File: config.mk
export PLATFORM = sky130hd
export DESIGN_NAME = redmule_w_loader_flat
export DESIGN_NICKNAME = d
export VERILOG_FILES = /design/src/rtl/redmule_w_loader_pkg.sv /design/src/rtl/redmule_w_loader_if.sv /design/src/rtl/redmule_w_loader_credit_cnt.sv /design/src/rtl/redmule_w_loader.sv /design/src/flat_wrapper.sv
export SDC_FILE = /design/constraint.sdc
export NUM_CORES = 1
export LEC_CHECK = 0
export ABC_AREA = 1
export CAP_MARGIN = 15
export CORE_AREA = 2 2 256 258
export CTS_CLUSTER_DIAMETER = 120
export CTS_CLUSTER_SIZE = 24
export DETAILED_ROUTE_END_ITERATION = 7
export DIE_AREA = 0 0 258 260
export HOLD_SLACK_MARGIN = 0.03
export PLACE_DENSITY = 0.54
export SLEW_MARGIN = 20
export SYNTH_ARGS = -nofsm -noshare
export SYNTH_HDL_FRONTEND = slang
export SYNTH_SLANG_ARGS = --single-unit
File: constraint.sdc
create_clock -name clk_i -period 1.7 [get_ports clk_i]
set_clock_uncertainty 0.05 [all_clocks]
set_input_delay 0.34 -clock clk_i [delete_from_list [all_inputs] [get_ports clk_i]]
set_output_delay 0.34 -clock clk_i [all_outputs]
set_load 0.05 [all_outputs]
File: src/rtl/redmule_w_loader_pkg.sv
// Shared W-path definitions: default geometry, counter/index width helpers and
// the row-write record handed to the W buffer.
package redmule_w_loader_pkg;

  localparam int unsigned WORD_SIZE = 32;
  localparam int unsigned ROWS      = 4;
  localparam int unsigned COLS      = 4;
  localparam int unsigned ELMS      = 4;

  // Index width that stays at least 1 bit when there is a single entry.
  function automatic int unsigned idx_w(input int unsigned n);
    return (n > 1) ? $clog2(n) : 1;
  endfunction

  // Width of a counter that must hold every value 0..n.
  function automatic int unsigned cnt_w(input int unsigned n);
    return $clog2(n + 1);
  endfunction

  localparam int unsigned ADDR_W = idx_w(ROWS);
  localparam int unsigned CNT_W  = cnt_w(ROWS);

  typedef logic [COLS-1:0][ELMS-1:0][WORD_SIZE-1:0] row_data_t;

  typedef struct packed {
    logic              en;
    logic [ADDR_W-1:0] addr;
    row_data_t         data;
  } row_write_t;

endpackage

File: src/rtl/redmule_w_loader_if.sv
// Beat stream in, row writes and row release/occupancy out.
interface redmule_w_loader_if #(
  parameter int unsigned WORD_SIZE = redmule_w_loader_pkg::WORD_SIZE,
  parameter int unsigned ROWS      = redmule_w_loader_pkg::ROWS,
  parameter int unsigned COLS      = redmule_w_loader_pkg::COLS,
  parameter int unsigned ELMS      = redmule_w_loader_pkg::ELMS
);

  localparam int unsigned AW = redmule_w_loader_pkg::idx_w(ROWS);
  localparam int unsigned NW = redmule_w_loader_pkg::cnt_w(ROWS);

  logic                                      in_valid_i;
  logic                                      in_ready_o;
  logic [ELMS*WORD_SIZE-1:0]                 in_data_i;
  logic                                      row_free_i;
  logic                                      write_en_o;
  logic [AW-1:0]                             write_addr_o;
  logic [COLS-1:0][ELMS-1:0][WORD_SIZE-1:0]  wdata_o;
  logic [NW-1:0]                             rows_avail_o;

  modport slave (
    input  in_valid_i, in_data_i, row_free_i,
    output in_ready_o, write_en_o, write_addr_o, wdata_o, rows_avail_o
  );

  modport master (
    output in_valid_i, in_data_i, row_free_i,
    input  in_ready_o, write_en_o, write_addr_o, wdata_o, rows_avail_o
  );

endinterface

File: src/rtl/redmule_w_loader_credit_cnt.sv
// Saturating up/down counter with synchronous clear to a parameterised init value.
module redmule_credit_cnt #(
  parameter int unsigned MAX   = 4,
  parameter int unsigned INIT  = 0,
  parameter int unsigned WIDTH = 3
) (
  input  logic             clk_i,
  input  logic             clear_i,
  input  logic             inc_i,
  input  logic             dec_i,
  output logic [WIDTH-1:0] cnt_o
);

  logic [WIDTH-1:0] cnt;

  // Coincident inc/dec cancel; each direction saturates at its bound.
  always_ff @(posedge clk_i) begin
    if (clear_i) begin
      cnt <= WIDTH'(INIT);
    end else if (inc_i && !dec_i && cnt != WIDTH'(MAX)) begin
      cnt <= cnt + 1'b1;
    end else if (dec_i && !inc_i && cnt != '0) begin
      cnt <= cnt - 1'b1;
    end
  end

  assign cnt_o = cnt;

endmodule

File: src/rtl/redmule_w_loader.sv
// Assembles COLS beats of ELMS words into one row and writes it to the W buffer
// at a wrapping address, holding off new rows until the consumer frees a slot.
module redmule_w_loader #(
  parameter int unsigned WORD_SIZE = redmule_w_loader_pkg::WORD_SIZE,
  parameter int unsigned ROWS      = redmule_w_loader_pkg::ROWS,
  parameter int unsigned COLS      = redmule_w_loader_pkg::COLS,
  parameter int unsigned ELMS      = redmule_w_loader_pkg::ELMS
) (
  input  logic                  clk_i,
  input  logic                  rst_i,
  input  logic                  clear_i,
  redmule_w_loader_if.slave     bus
);

  import redmule_w_loader_pkg::*;

  localparam int unsigned AW = idx_w(ROWS);
  localparam int unsigned CW = idx_w(COLS);
  localparam int unsigned NW = cnt_w(ROWS);

  logic [CW-1:0]                             col_cnt;
  logic [AW-1:0]                             wr_ptr;
  logic                                      wr_pend;
  logic [COLS-1:0][ELMS-1:0][WORD_SIZE-1:0]  staging;
  logic [NW-1:0]                             credit;
  logic [NW-1:0]                             rows_avail;

  logic flush;
  logic ready;
  logic accept;
  logic first_col;
  logic last_col;
  logic reserve;
  logic release_ok;

  always_comb begin
    flush      = rst_i || clear_i;
    first_col  = (col_cnt == '0);
    last_col   = (col_cnt == CW'(COLS - 1));
    // A started row always completes; only a fresh row needs a free slot.
    ready      = !rst_i && (!first_col || credit != '0);
    accept     = bus.in_valid_i && ready;
    reserve    = accept && first_col;
    release_ok = bus.row_free_i && (rows_avail != '0);
  end

  always_ff @(posedge clk_i) begin
    if (flush) begin
      col_cnt <= '0;
      wr_ptr  <= '0;
      wr_pend <= 1'b0;
      staging <= '0;
    end else begin
      wr_pend <= accept && last_col;
      if (accept) begin
        staging[col_cnt] <= bus.in_data_i;
        col_cnt          <= last_col ? '0 : col_cnt + 1'b1;
      end
      if (wr_pend) begin
        wr_ptr <= (wr_ptr == AW'(ROWS - 1)) ? '0 : wr_ptr + 1'b1;
      end
    end
  end

  redmule_credit_cnt #(
    .MAX   (ROWS),
    .INIT  (ROWS),
    .WIDTH (NW)
  ) u_credit (
    .clk_i   (clk_i),
    .clear_i (flush),
    .inc_i   (release_ok),
    .dec_i   (reserve),
    .cnt_o   (credit)
  );

  redmule_credit_cnt #(
    .MAX   (ROWS),
    .INIT  (0),
    .WIDTH (NW)
  ) u_rows_avail (
    .clk_i   (clk_i),
    .clear_i (flush),
    .inc_i   (wr_pend),
    .dec_i   (release_ok),
    .cnt_o   (rows_avail)
  );

  // Slots are either free, reserved by an in-flight row, or holding a written row.
  always_ff @(posedge clk_i) begin
    if (!flush) begin
      assert (32'(credit) + 32'(rows_avail) <= ROWS)
        else $error("credit/rows_avail exceed buffer rows");
    end
  end

  assign bus.in_ready_o   = ready;
  assign bus.write_en_o   = wr_pend;
  assign bus.write_addr_o = wr_ptr;
  assign bus.wdata_o      = staging;
  assign bus.rows_avail_o = rows_avail;

endmodule
File: src/flat_wrapper.sv
// flat-port wrapper written by rule: the top's interface ports become plain ports
module redmule_w_loader_flat import redmule_w_loader_pkg::*;
#(
  parameter int unsigned WORD_SIZE = redmule_w_loader_pkg::WORD_SIZE,
  parameter int unsigned ROWS      = redmule_w_loader_pkg::ROWS,
  parameter int unsigned COLS      = redmule_w_loader_pkg::COLS,
  parameter int unsigned ELMS      = redmule_w_loader_pkg::ELMS
)
  (clk_i, rst_i, clear_i, bus_in_valid_i, bus_in_data_i, bus_row_free_i, bus_in_ready_o, bus_write_en_o, bus_write_addr_o, bus_wdata_o, bus_rows_avail_o);
  redmule_w_loader_if #(.WORD_SIZE(WORD_SIZE), .ROWS(ROWS), .COLS(COLS), .ELMS(ELMS)) bus_i ();
  input  logic clk_i;
  input  logic rst_i;
  input  logic clear_i;
  input wire logic [$bits(bus_i.in_valid_i)-1:0] bus_in_valid_i;
  input wire logic [$bits(bus_i.in_data_i)-1:0] bus_in_data_i;
  input wire logic [$bits(bus_i.row_free_i)-1:0] bus_row_free_i;
  output wire logic [$bits(bus_i.in_ready_o)-1:0] bus_in_ready_o;
  output wire logic [$bits(bus_i.write_en_o)-1:0] bus_write_en_o;
  output wire logic [$bits(bus_i.write_addr_o)-1:0] bus_write_addr_o;
  output wire logic [$bits(bus_i.wdata_o)-1:0] bus_wdata_o;
  output wire logic [$bits(bus_i.rows_avail_o)-1:0] bus_rows_avail_o;
  assign bus_i.in_valid_i = bus_in_valid_i;
  assign bus_i.in_data_i = bus_in_data_i;
  assign bus_i.row_free_i = bus_row_free_i;
  assign bus_in_ready_o = bus_i.in_ready_o;
  assign bus_write_en_o = bus_i.write_en_o;
  assign bus_write_addr_o = bus_i.write_addr_o;
  assign bus_wdata_o = bus_i.wdata_o;
  assign bus_rows_avail_o = bus_i.rows_avail_o;
  redmule_w_loader #(.WORD_SIZE(WORD_SIZE), .ROWS(ROWS), .COLS(COLS), .ELMS(ELMS)) u_core (.clk_i(clk_i), .rst_i(rst_i), .clear_i(clear_i), .bus(bus_i));
endmodule
; After elaboration in Yosys (flattened, before gate mapping)
; Cells that the tools add are included.
[totals]
regBits = 523
input_bits = 133
output_inout_bits = 519
elab_cells = 68
[op_classes]
addsub = 6
magnitude_cmp = 2
n_eq_ne = 4
n_mux = 9
reduce_logical = 26
[op_table]
columns = cell, n
row1 = $bwmux 512, 1
row2 = $demux 128 s2, 1
row3 = $mux 128, 1
row4 = $logic_and 1x1->1, 14
row5 = $mux 3, 4
row6 = $add 3x1->3 const B, 2
row7 = $ne 3x3->1 const B, 2
row8 = $reduce_bool 3->1, 2
row9 = $sub 3x1->3 const B, 2
row10 = $logic_not 1->1, 5
row11 = $add 2x1->2 const B, 2
row12 = $eq 2x2->1 const B, 2
row13 = $mux 2, 2
row14 = $reduce_bool 2->1, 2
row15 = $lt 2x3->1 const B, 1
row16 = $ge 2x1->1 const B, 1
row17 = $logic_not 2->1, 1
row18 = $logic_or 1x1->1, 2

; Longest topological paths before layout
[depth]
word_depth = 10
mapped_depth = 12
ltp_nobuf = 10

; Cells and area by module
; A second synthesis with hierarchy kept.
[hier_totals]
cells_unflattened = 3089
hier_area_um2 = 20856.3
[by_module_without_submodules]
columns = mod, instances, cells_per_inst, area_each_um2, seq_area_each_um2
row1 = redmule_w_loader, 1, 3027, 20462.1, 10349.9
row2 = redmule_credit_cnt at u_core.u_credit, 1, 31, 202.7, 60.1
row3 = redmule_credit_cnt at u_core.u_rows_avail, 1, 31, 191.4, 60.1

; Least setup slack after synthesis
; OpenSTA, ideal clock, no wires.
[synth_path]
path_kind = register to register
start = register u_core.u_rows_avail.cnt[1] (netlist: u_core.u_rows_avail.cnt_o[1])
end = register u_core.u_credit.cnt[2] (netlist: u_core.u_credit.cnt_o[2])
setup_ns = 0.121
arrival_time_ns = 1.865
required_ns = 1.529
setup_slack_ns = -0.337
path_stages_with_launch = 11
path_buffers = 0
synth_period_minus_slack_ns = 2.037
cell_sequence = dfxtp_1 -> nor2_1 -> nand2_1 -> nand2_1 -> nor2_1 -> nand2_1 -> fa_1 -> inv_1 -> nand3_1 -> nand3_1 -> nand3_1
[synth_between]
elab_chain_len = 6
elab_cells_between_ends = 9
classes_between = mux: 1 / reduce/logical: 8
[synth_rtl]
columns = element, line_no
row1 = from (decl), redmule_w_loader_credit_cnt.sv:14  ; logic [WIDTH-1:0] cnt;
row2 = from (signal assigned), redmule_w_loader_credit_cnt.sv:19  ; cnt <= WIDTH'(INIT);
row3 = from (signal assigned), redmule_w_loader_credit_cnt.sv:21  ; cnt <= cnt + 1'b1;
row4 = from (signal assigned), redmule_w_loader_credit_cnt.sv:23  ; cnt <= cnt - 1'b1;
row5 = $reduce_bool 3->1 (*), redmule_w_loader.sv:44  ; release_ok = bus.row_free_i && (rows_avail != '0);
row6 = $logic_and 1x1->1 (*), redmule_w_loader.sv:44
row7 = $logic_not 1->1, redmule_w_loader_credit_cnt.sv:22  ; end else if (dec_i && !inc_i && cnt != '0) begin
row8 = $logic_and 1x1->1 (2 in a row), redmule_w_loader_credit_cnt.sv:22
row9 = $reduce_bool 2->1 (no line), --
row10 = to (signal assigned), redmule_w_loader_credit_cnt.sv:19
row11 = to (signal assigned), redmule_w_loader_credit_cnt.sv:21
row12 = to (signal assigned), redmule_w_loader_credit_cnt.sv:23
row13 = to (decl), redmule_w_loader_credit_cnt.sv:14
; Every way passes the cells marked *; elsewhere a longest branch is shown, timed or not.
; A chain may end at the register's enable or synchronous reset.

; Worst setup path in the final report
[layout_path]
start = register u_core.col_cnt[1]
end = register u_core.staging (netlist bit u_core.bus.wdata_o[248])
[layout_between]
elab_chain_len = 5
elab_cells_between_ends = 11
classes_between = order compare: 2 / mux: 3 / reduce/logical: 6
[layout_rtl]
columns = element, line_no
row1 = from (decl), redmule_w_loader.sv:21  ; logic [CW-1:0] col_cnt;
row2 = from (signal assigned), redmule_w_loader.sv:57  ; col_cnt <= last_col ? '0 : col_cnt + 1'b1;
row3 = $lt 2x3->1 (implied by the code) (tied with other cells), redmule_w_loader.sv:56  ; staging[col_cnt] <= bus.in_data_i;
row4 = $logic_and 1x1->1 (implied by the code) / $logic_not 1->1 (equally long branches), "redmule_w_loader.sv:56, redmule_w_loader.sv:41"
row5 = $mux 128 (implied by the code) / $logic_or 1x1->1 (equally long branches), "redmule_w_loader.sv:56, redmule_w_loader.sv:41"
row6 = $demux 128 s2 / $logic_and 1x1->1 (equally long branches), --
row7 = $bwmux 512 / $logic_and 1x1->1 (equally long branches), "redmule_w_loader.sv:56, redmule_w_loader.sv:42"
row8 = "to (signal, indexed assignment)", redmule_w_loader.sv:56
row9 = to (decl), redmule_w_loader.sv:24  ; logic [COLS-1:0][ELMS-1:0][WORD_SIZE-1:0] staging;
; Parallel ways exist; a longest one is shown, timed or not.

==> impl_results.md <==
* Fmax at 0.504 GHz
* Clk root buf: clkbuf_16
* Floorplan row count at a little over 90
* Area leader, netlist: dfxtp_1
* Die height at roughly 260 um
* Worst skew pair latency at ~0.59 ns
* DRC errors left at 0
* Synth Area in Compound Gates at 0.110
* IO buf count at between 600 and 700
* Yosys Warn Count at 0
* Post-synthesis sequential area ratio at 0.584
* Cells taking the most area after synthesis: dfxtp_1 (58%), nand2_1 (14%), nor2_1 (11%)
* Design Power at around 21000 uW
* First-pass GRT wire length at 110 mm
* Clock tree buffer depth at 3
* Syn_area_per_cell at 7.79 sq um
* TritonCTS buffer count at 25
* Max FO, Critical Path at 7
* Element type at the critical path start: flip-flop
* Largest family of logic cells by synthesized area: simple AND/OR/NAND/NOR gates
* Post-synth cell types at 20
* Initial antenna violation count at 2
* Violations in the final reports: negative setup slack
* Core Area at roughly 64000 sq um
* Die Span X at ~260 um
* Leakage power at 0.0126 uW
* Share of synthesized area spent on multiplexers at 0
* Synthesized-area fraction occupied by adder cells at 0.00572
* # placed instances at 3749
* M1 WL at between 30 and 40 mm
* Crit Path Class: flip-flop to flip-flop
* I/O Pins at 652
* Most instantiated cells after synthesis: nand2_1 (661), nor2_1 (524), dfxtp_1 (523)
* Worst hold-check path type: input port to flip-flop
* Nets at 3132
* GR Util All Layers at 0.211
* Peak VDD IR at between 600 and 700 uV
* Syn Std Cell Area at roughly 18000 sq um
* Drt pass-1 iters at 5
* Number of global-route vias before repair at 17100
* Largest net degree at the start of global routing at between 50 and 60
* Cell with the most instances after synthesis: nand2_1
* Synth top area share at 0.584
* Post-route worst setup slack at -0.284 ns
* Area grow syn2layout at 57.6%
* Ys flop type: dfxtp_1
* CTS Hold Bufs at 0
* Final setup violation count at 451
* Register bit count reported by yosys at 523
* Critical Path RT at about 2.1 ns
* Final Critical Period at 1.98 ns
* Non-filler cells, final at 3849
* CTS tree: built
* Total of max-cap violations at 0
* Post-synthesis cell count at 2300
* Worst-path clk slew at 0.10 ns
* Number of enable flip-flop cells after synthesis at 0
* Unrepaired setup endpoints after global routing: true
* Fraction of layout cells with a size suffix above 1 at 0.322
* Final hold violations at 0
* WL met2 at 39.8 mm
* GPL Wtd Cong at 0.832
* Routed WL per cell at around 21 um
* Tcrit/Tclk final at 1.17
* DR top layer: met4
* PD cells at 755 nW/um^2
* Share of async-settable or async-resettable flops after synthesis at 0
* Vias per cell at 4.70
* Status: finished, violations left
* DR vias at 18100
* Post-Syn Nets at 2440
* Simple-gate area share of the yosys netlist at 0.254
* Met3 Wirelength at 5.25 mm
* HPWL Detailed at 50.9 mm
* WP data arrival at 2.42 ns
* Rel. slew slack at 0.688
* DRT Wirelength at 81.2 mm
* Slew at the pin with the worst max-slew slack at 0.467 ns
* H-tree depth at 1
* Critical Path Sink Type: flip-flop
* Xor and xnor area share after synthesis at 0.000489
* Clock sink count at 523
* Final count of pins violating max slew at 0
* 1st-iter DRT viols at between 1000 and 1500
* Initial Utilization at 0.280
* GRT overflow at 0
* Die ar. at roughly 67000 sq um
* Detail Route Antenna Nets at 0
[critical path, cell delays in order, from the launching register on]
cell and delay (ns):
dfxtp_2 0.35, inv_2 0.05, ha_4 0.15, nand3_2 0.07
nand2_2 0.06, buf_6 0.12, nor2_4 0.11, buf_6 0.15
nand2_8 0.12, buf_12 0.19, buf_12 0.14, buf_16 0.15
nor2_4 0.11, nor2_1 0.05
[cell type report]
cell class | instances | area [sq um]
antenna | 1 | 2.50
clock buffer | 27 | 633
clock inverter | 1 | 7.51
fill | 6339 | 35900
inverter | 17 | 131
multi-input combinational | 1605 | 7750
sequential | 523 | 10500
tap | 855 | 1070
timing repair buffer | 817 | 8130
timing repair inverter | 3 | 43.8
[final timing paths]
check / startpoint / endpoint / slack, ns / cells after the start
worst max-delay path: u_core.col_cnt[1] / u_core.bus.wdata_o[248] / -0.28 / 13
worst min-delay path: bus_in_data_i[37] / u_core.bus.wdata_o[421] / 0.36 / 3
worst max register to register: u_core.col_cnt[1] / u_core.bus.wdata_o[248] / -0.28 / 13
worst min register to register: u_core.bus.wdata_o[500] / u_core.bus.wdata_o[500] / 0.40 / 2
[cell usage in the layout, fill, tap and decap left out, types with 3 or more instances in the layout]
master	n
a21oi_1	134
buf_12	54
buf_16	24
buf_4	565
buf_6	12
buf_8	7
clkbuf_16	47
clkdlybuf4s50_1	132
dfxtp_1	517
dfxtp_2	3
dfxtp_4	3
ha_1	4
inv_1	9
inv_4	3
nand2_1	640
nand2_2	12
nand2_4	7
nand3_1	9
nor2_1	354
nor2_2	94
nor2_4	79
o21ai_0	147
o21ai_1	74
o21ai_2	39
[registers in the layout, indices dropped and copies added, names as in the netlist]
register,flops
u_core.u_rows_avail.cnt_o,3
u_core.bus.write_addr_o,2
u_core.u_credit.cnt_o,3
u_core.bus.write_en_o,1
u_core.col_cnt,2
u_core.bus.wdata_o,512
[report_power, final]
part           leakage, uW  internal, uW  total [uW]  switching, uW
Clock             0.000311          2660        6710           4040
Sequential         0.00422         12300       12400           61.0
Combinational      0.00810           789        2210           1420
[repair_timing]
item                       in CTS  in global routing
pin swaps                      24                 44
setup endpoints to repair     436                444
gates cloned                   17                 35
buffers inserted               12                 12
resized for setup             157                368
[kinds of logic after synthesis]
family,after synthesis
fa+ha+maj,7
simple gates,1203
buf+inv,172
compound gates,394
flops,523
xor+xnor,1
[metrics by stage]
step	hold slack (ns)	instance area, sq um	worst slack [ns]	TNS [ns]	util
after floorplan	0.400	18000	0.00469	0	-
after global placement	0.379	24800	-0.431	-159.12	0.387
after detailed placement	0.383	24800	-0.428	-171.63	0.387
after CTS	0.305	26600	-0.305	-91.02	0.415
after global routing	0.352	28200	-0.369	-114.18	0.441
final	0.362	28200	-0.284	-64.23	0.441
[layer usage]
metal  track usage  vias to the layer above
met5             0                        -
met4        0.0740                        0
met3        0.0398                      127
met2         0.370                      700
met1         0.259                     8651
li1              -                     8617
Power figures use the tool's default switching activity.
